### config.mk
export PLATFORM = sky130hd
export DESIGN_NAME = ysyx_22041207_ifu
export DESIGN_NICKNAME = d
export VERILOG_FILES = /design/src/rtl/ysyx_22041207_ifu.sv
export SDC_FILE = /design/constraint.sdc
export NUM_CORES = 1
export LEC_CHECK = 0
export CAP_MARGIN = 30
export CORE_MARGIN = 1.5
export CORE_UTILIZATION = 50
export DETAILED_ROUTE_END_ITERATION = 6
export GPL_ROUTABILITY_DRIVEN = 0
export PLACE_DENSITY = 0.87
export SLEW_MARGIN = 0
export SYNTH_ARGS = -nofsm -noshare
export SYNTH_HDL_FRONTEND = slang
export SYNTH_SLANG_ARGS = --single-unit
### constraint.sdc
create_clock -name clk -period 6.4 [get_ports clk]
set_input_delay 0.64 -clock clk [delete_from_list [all_inputs] [get_ports clk]]
set_output_delay 0.64 -clock clk [all_outputs]
set_load 0.02 [all_outputs]
### src/rtl/ysyx_22041207_ifu.sv
// Instruction fetch unit: one outstanding imem request, a single-entry holding
// register toward the decoder, and redirect handling that discards stale responses.
//
// state | meaning
// ------+----------------------------------------------------------
// IDLE  | just left reset, first request goes out next cycle
// REQ   | presenting pc on the imem request channel
// WAIT  | request accepted, waiting for the response word
// HOLD  | instruction captured, offered to the decoder
// DROP  | a stale request is in flight, its response is thrown away
module ysyx_22041207_ifu #(
    parameter logic [63:0] RESET_PC = 64'h0000_0000_8000_0000
) (
    input  logic        clk,
    input  logic        rst_n,
    output logic        imem_req_valid,
    input  logic        imem_req_ready,
    output logic [63:0] imem_req_addr,
    input  logic        imem_resp_valid,
    input  logic [31:0] imem_resp_data,
    output logic        inst_valid,
    input  logic        inst_ready,
    output logic [31:0] inst,
    output logic [63:0] inst_pc,
    input  logic        redirect_valid,
    input  logic [63:0] redirect_pc,
    output logic        fetch_fault
);

    typedef enum logic [2:0] {
        S_IDLE,
        S_REQ,
        S_WAIT,
        S_HOLD,
        S_DROP
    } state_t;

    state_t      state;
    state_t      state_nxt;
    logic [63:0] pc;
    logic [63:0] pc_nxt;
    logic        capture;
    logic        fault_nxt;
    logic [63:0] redirect_tgt;

    // Misaligned targets are still followed, just forced onto a word boundary.
    assign redirect_tgt = {redirect_pc[63:2], 2'b00};

    always_comb begin
        state_nxt = state;
        pc_nxt    = pc;
        capture   = 1'b0;
        fault_nxt = 1'b0;
        case (state)
            S_IDLE: begin
                state_nxt = S_REQ;
            end
            S_REQ: begin
                if (redirect_valid) begin
                    pc_nxt    = redirect_tgt;
                    state_nxt = imem_req_ready ? S_DROP : S_REQ;
                end else if (imem_req_ready) begin
                    state_nxt = S_WAIT;
                end
            end
            S_WAIT: begin
                if (redirect_valid) begin
                    pc_nxt    = redirect_tgt;
                    state_nxt = imem_resp_valid ? S_REQ : S_DROP;
                end else if (imem_resp_valid) begin
                    capture   = 1'b1;
                    state_nxt = S_HOLD;
                end
            end
            S_HOLD: begin
                if (redirect_valid) begin
                    pc_nxt    = redirect_tgt;
                    state_nxt = S_REQ;
                end else if (inst_ready) begin
                    pc_nxt    = pc + 64'd4;
                    state_nxt = S_REQ;
                end
            end
            S_DROP: begin
                if (redirect_valid) begin
                    pc_nxt = redirect_tgt;
                end
                if (imem_resp_valid) begin
                    state_nxt = S_REQ;
                end
            end
            default: begin
                state_nxt = S_IDLE;
            end
        endcase
        fault_nxt = redirect_valid && (state != S_IDLE) && (redirect_pc[1:0] != 2'b00);
    end

    always_ff @(posedge clk or negedge rst_n) begin
        if (!rst_n) begin
            state       <= S_IDLE;
            pc          <= RESET_PC;
            inst        <= 32'h0000_0013;
            inst_pc     <= 64'd0;
            fetch_fault <= 1'b0;
        end else begin
            state       <= state_nxt;
            pc          <= pc_nxt;
            fetch_fault <= fault_nxt;
            if (capture) begin
                inst    <= imem_resp_data;
                inst_pc <= pc;
            end
        end
    end

    assign imem_req_valid = (state == S_REQ);
    assign imem_req_addr  = pc;
    assign inst_valid     = (state == S_HOLD);

endmodule
==> results by group <==
Floorplan
  • Starting density of the core: 51.6%
  • Ports: 265
  • Die width: 128 um
  • Row Count: 45
  • DIE AREA: 0.0165 mm^2
  • Die H: 128 um
  • Core footprint: 0.0153 mm^2

Detailed routing
  • Via count: 7334
  • DR pass1 iterations: 6
  • WL final: 24000 um
  • Antenna Nets Post-Route: 0
  • DR iter-0 viols: 713
  • Vias/cell: 6.07
  • Routed WL per cell: 19.8 um
  • Drt drc: 0

STA
  • Clock skew: 0.0105 ns
  • Final Hold Vio Count: 0
  • RSZ-0062 raised after global routing: false
  • Tcrit/Tclk final: 46.0%
  • Setup TNS: 0 ns
  • WHS: 0.263 ns
  • Setup WS post-layout: 3.46 ns
  • Max-slew headroom: 41.0%
  • Setup violations, final: 0
  • Period minus WS final: 2.94 ns
  • Pin slew with the least headroom to its limit: 0.883 ns
  • F_max: 340 MHz
  • Pins Over Slew Limit: 0

Clock network
  • Clock Tree Buf Depth: 2
  • Cts bufs inserted: 17
  • Hold-fix buffers, CTS: 0
  • Clock Sinks: 160
  • Clock Pin Slew Worst Setup and Hold Paths: 0.06 ns
  • Setup Buffers After CTS: 0
  • CTS H-Tree Depth: 4
  • Worst skew pair latency: 0.43 ns
  • Root buf cell: clkbuf_16
  • CTS tree: yes
  • PostCTS Resize Cnt: 0

Pwr
  • Power Dens Cells: 515 mW/mm^2
  • Worst IR Drop VDD: 0.305 mV
  • Pleak: 0.00454 uW

Synthesis
  • Area contributors post-synth: dfrtp_1 50%, mux2_2 12%, nand2_1 3.4%, nand3_1 3.3%, a21oi_1 2.4%
  • FF+latch count, synth: 160
  • Post-synth EDFFs: 0
  • Yosys cell types: 64
  • Main flop type after synthesis: dfrtp_1
  • Synth area leader: dfrtp_1
  • Ys Warns: 0
  • Cell Area, Synth: 0.00787 mm^2
  • Synth async-reset ratio: 100%
  • Yosys top cell area share: 49.6%
  • Register area share after synthesis: 50.9%
  • Syn avg cell area: 10.5 um^2
  • Cells after Synth: 747

Setup path
  • Setup crit start kind: input port
  • Critical path origin: redirect_valid
  • Setup CP Type: in2reg
  • Critical R2R Launch: state[0]$_DFFE_PN0P_
  • WP data required: 6.76 ns
  • Critical Path AT: 3.30 ns
  • CP Max Fanout: 19
  • Setup crit end kind: register

Hold path
  • Hold Path Class: in2async

Layout
  • Layout Cells excl Fill: 1209
  • Nets: 1088
  • Layout cell share with drive strength beyond 1: 14.6%
  • Inserted Diodes: 0
  • Commonest non-fill, non-tap cell in the layout: clkdlybuf4s50_1
  • Syn-to-layout area delta: 42.8%
  • Most frequent cells in the layout: 259 x clkdlybuf4s50_1, 156 x dfrtp_1, 86 x mux2_2

Placed design
  • Dpl cells: 1177
  • PortBufs: 260
  • Post-DP HPWL: 16900 um
  • Post-place setup slack: 3.08 ns

GRT
  • All-Layer GR Usage: 29.2%
  • First-pass GRT wire length: 37500 um
  • Largest net degree at the start of global routing: 84
  • Number of global-route vias before repair: 7018
  • Initial antenna violation count: 0
  • Gr ovfl total: 0

Run status
  • Status: completed

Run
  • Max-Cap Viols: 0
## kinds of logic (layout without fill, tap and decap cells)
| kind of cell | count (synthesis) | in the layout | share of synthesized area (%) |
|---|---|---|---|
| adder cells (fa/ha/maj) | 1 | 1 | 0.159 |
| buffers and inverters | 62 | 310 | 3.36 |
| AO/OA/AOI/OAI | 170 | 170 | 14.5 |
| AND/OR/NAND/NOR | 265 | 265 | 18.4 |
| flip-flops | 160 | 160 | 50.9 |
| other | 1 | 4 | 0.0477 |
| multiplexers | 88 | 88 | 12.6 |
## critical path, cell delays in order
cell	delay (ns)
clkdlybuf4s50_1	0.62
or2_0	0.44
o32a_1	0.68
or3_1	0.42
or4_1	0.39
nand3_1	0.10
## worst paths after layout
path / to / depth (start not counted) / slack [ns]
setup / recovery: imem_req_addr[23]$_DFFE_PN0P_ / 6 / 3.46
hold / removal: inst_pc[17]$_DFFE_PN0P_ / 1 / 0.26
setup reg to reg: imem_req_addr[34]$_DFFE_PN0P_ / 6 / 3.55
hold reg to reg: inst_pc[32]$_DFFE_PN0P_ / 2 / 0.48
max in group asynchronous: imem_req_addr[31]$_DFFE_PN1P_ / 3 / 4.94
min in group clk: inst_pc[32]$_DFFE_PN0P_ / 2 / 0.48
## metrics by stage
step                total power, uW  utilization [%]  cell area, um^2
floorplan                      3380                -             7880
global placement               4660             69.5            10600
detailed placement             4740             69.7            10600
CTS                            5790             73.6            11200
global route                   6100             73.6            11200
finish                         5790             73.6            11200
## power breakdown
group | total, uW | internal [uW] | switching [uW]
Combinational | 2740 | 1310 | 1430
Clock | 1040 | 631 | 406
Sequential | 2010 | 1470 | 540
Total | 5790 | 3410 | 2380
## registers in the layout (all words and copies together), names as in the netlist
register	cells
fetch_fault	1
inst	32
state	3
inst_pc	62
imem_req_addr	62
## synth_stat cells, types with 2 or more instances
| cell | n |
|---|---|
| dfrtp_1 | 156 |
| and4_1 | 6 |
| or3_4 | 2 |
| a2bb2oi_1 | 6 |
| nor3b_1 | 4 |
| buf_2 | 13 |
| mux2i_1 | 2 |
| clkbuf_1 | 32 |
| nand3b_1 | 2 |
| o311ai_0 | 16 |
| a31oi_1 | 3 |
| nor4_1 | 9 |
| o22ai_1 | 17 |
| or2_2 | 3 |
| nor2b_1 | 4 |
| nand4_1 | 23 |
| a211oi_1 | 5 |
| inv_1 | 11 |
| or3_1 | 11 |
| dfstp_2 | 4 |
| a311oi_1 | 4 |
| and2_1 | 3 |
| o311ai_1 | 2 |
| nor2_1 | 24 |
| or4_1 | 10 |
| and3_1 | 19 |
| o21ai_0 | 31 |
| o31ai_1 | 4 |
| a22oi_1 | 14 |
| a221o_1 | 2 |
| buf_1 | 2 |
| mux2_2 | 86 |
| nand3_1 | 52 |
| a21oi_1 | 38 |
| buf_4 | 4 |
| nor3_1 | 10 |
| o211ai_1 | 16 |
| nand2_1 | 71 |
## per-layer routing
metal / routed length, um / vias up / part of all wire (%) / global-route usage [%]
li1: - / 3309 / - / -
met2: 11700 / 405 / 49 / 48.5
met3: 2200 / 45 / 9.2 / 7.98
met1: 9570 / 3575 / 40 / 37.3
met4: 538 / 0 / 2.2 / 9.58
met5: 0 / - / 0 / 0
## area by class of cell
cell class | count | area [um^2]
fillers | 1096 | 4020
clock buffers | 21 | 460
multi-input cells | 528 | 3650
well taps | 211 | 264
inverters | 11 | 41.3
flip-flops and latches | 160 | 4010
clock inverters | 11 | 139
repair buffers | 267 | 2680
No activity file was read; power rests on OpenSTA's default activity.
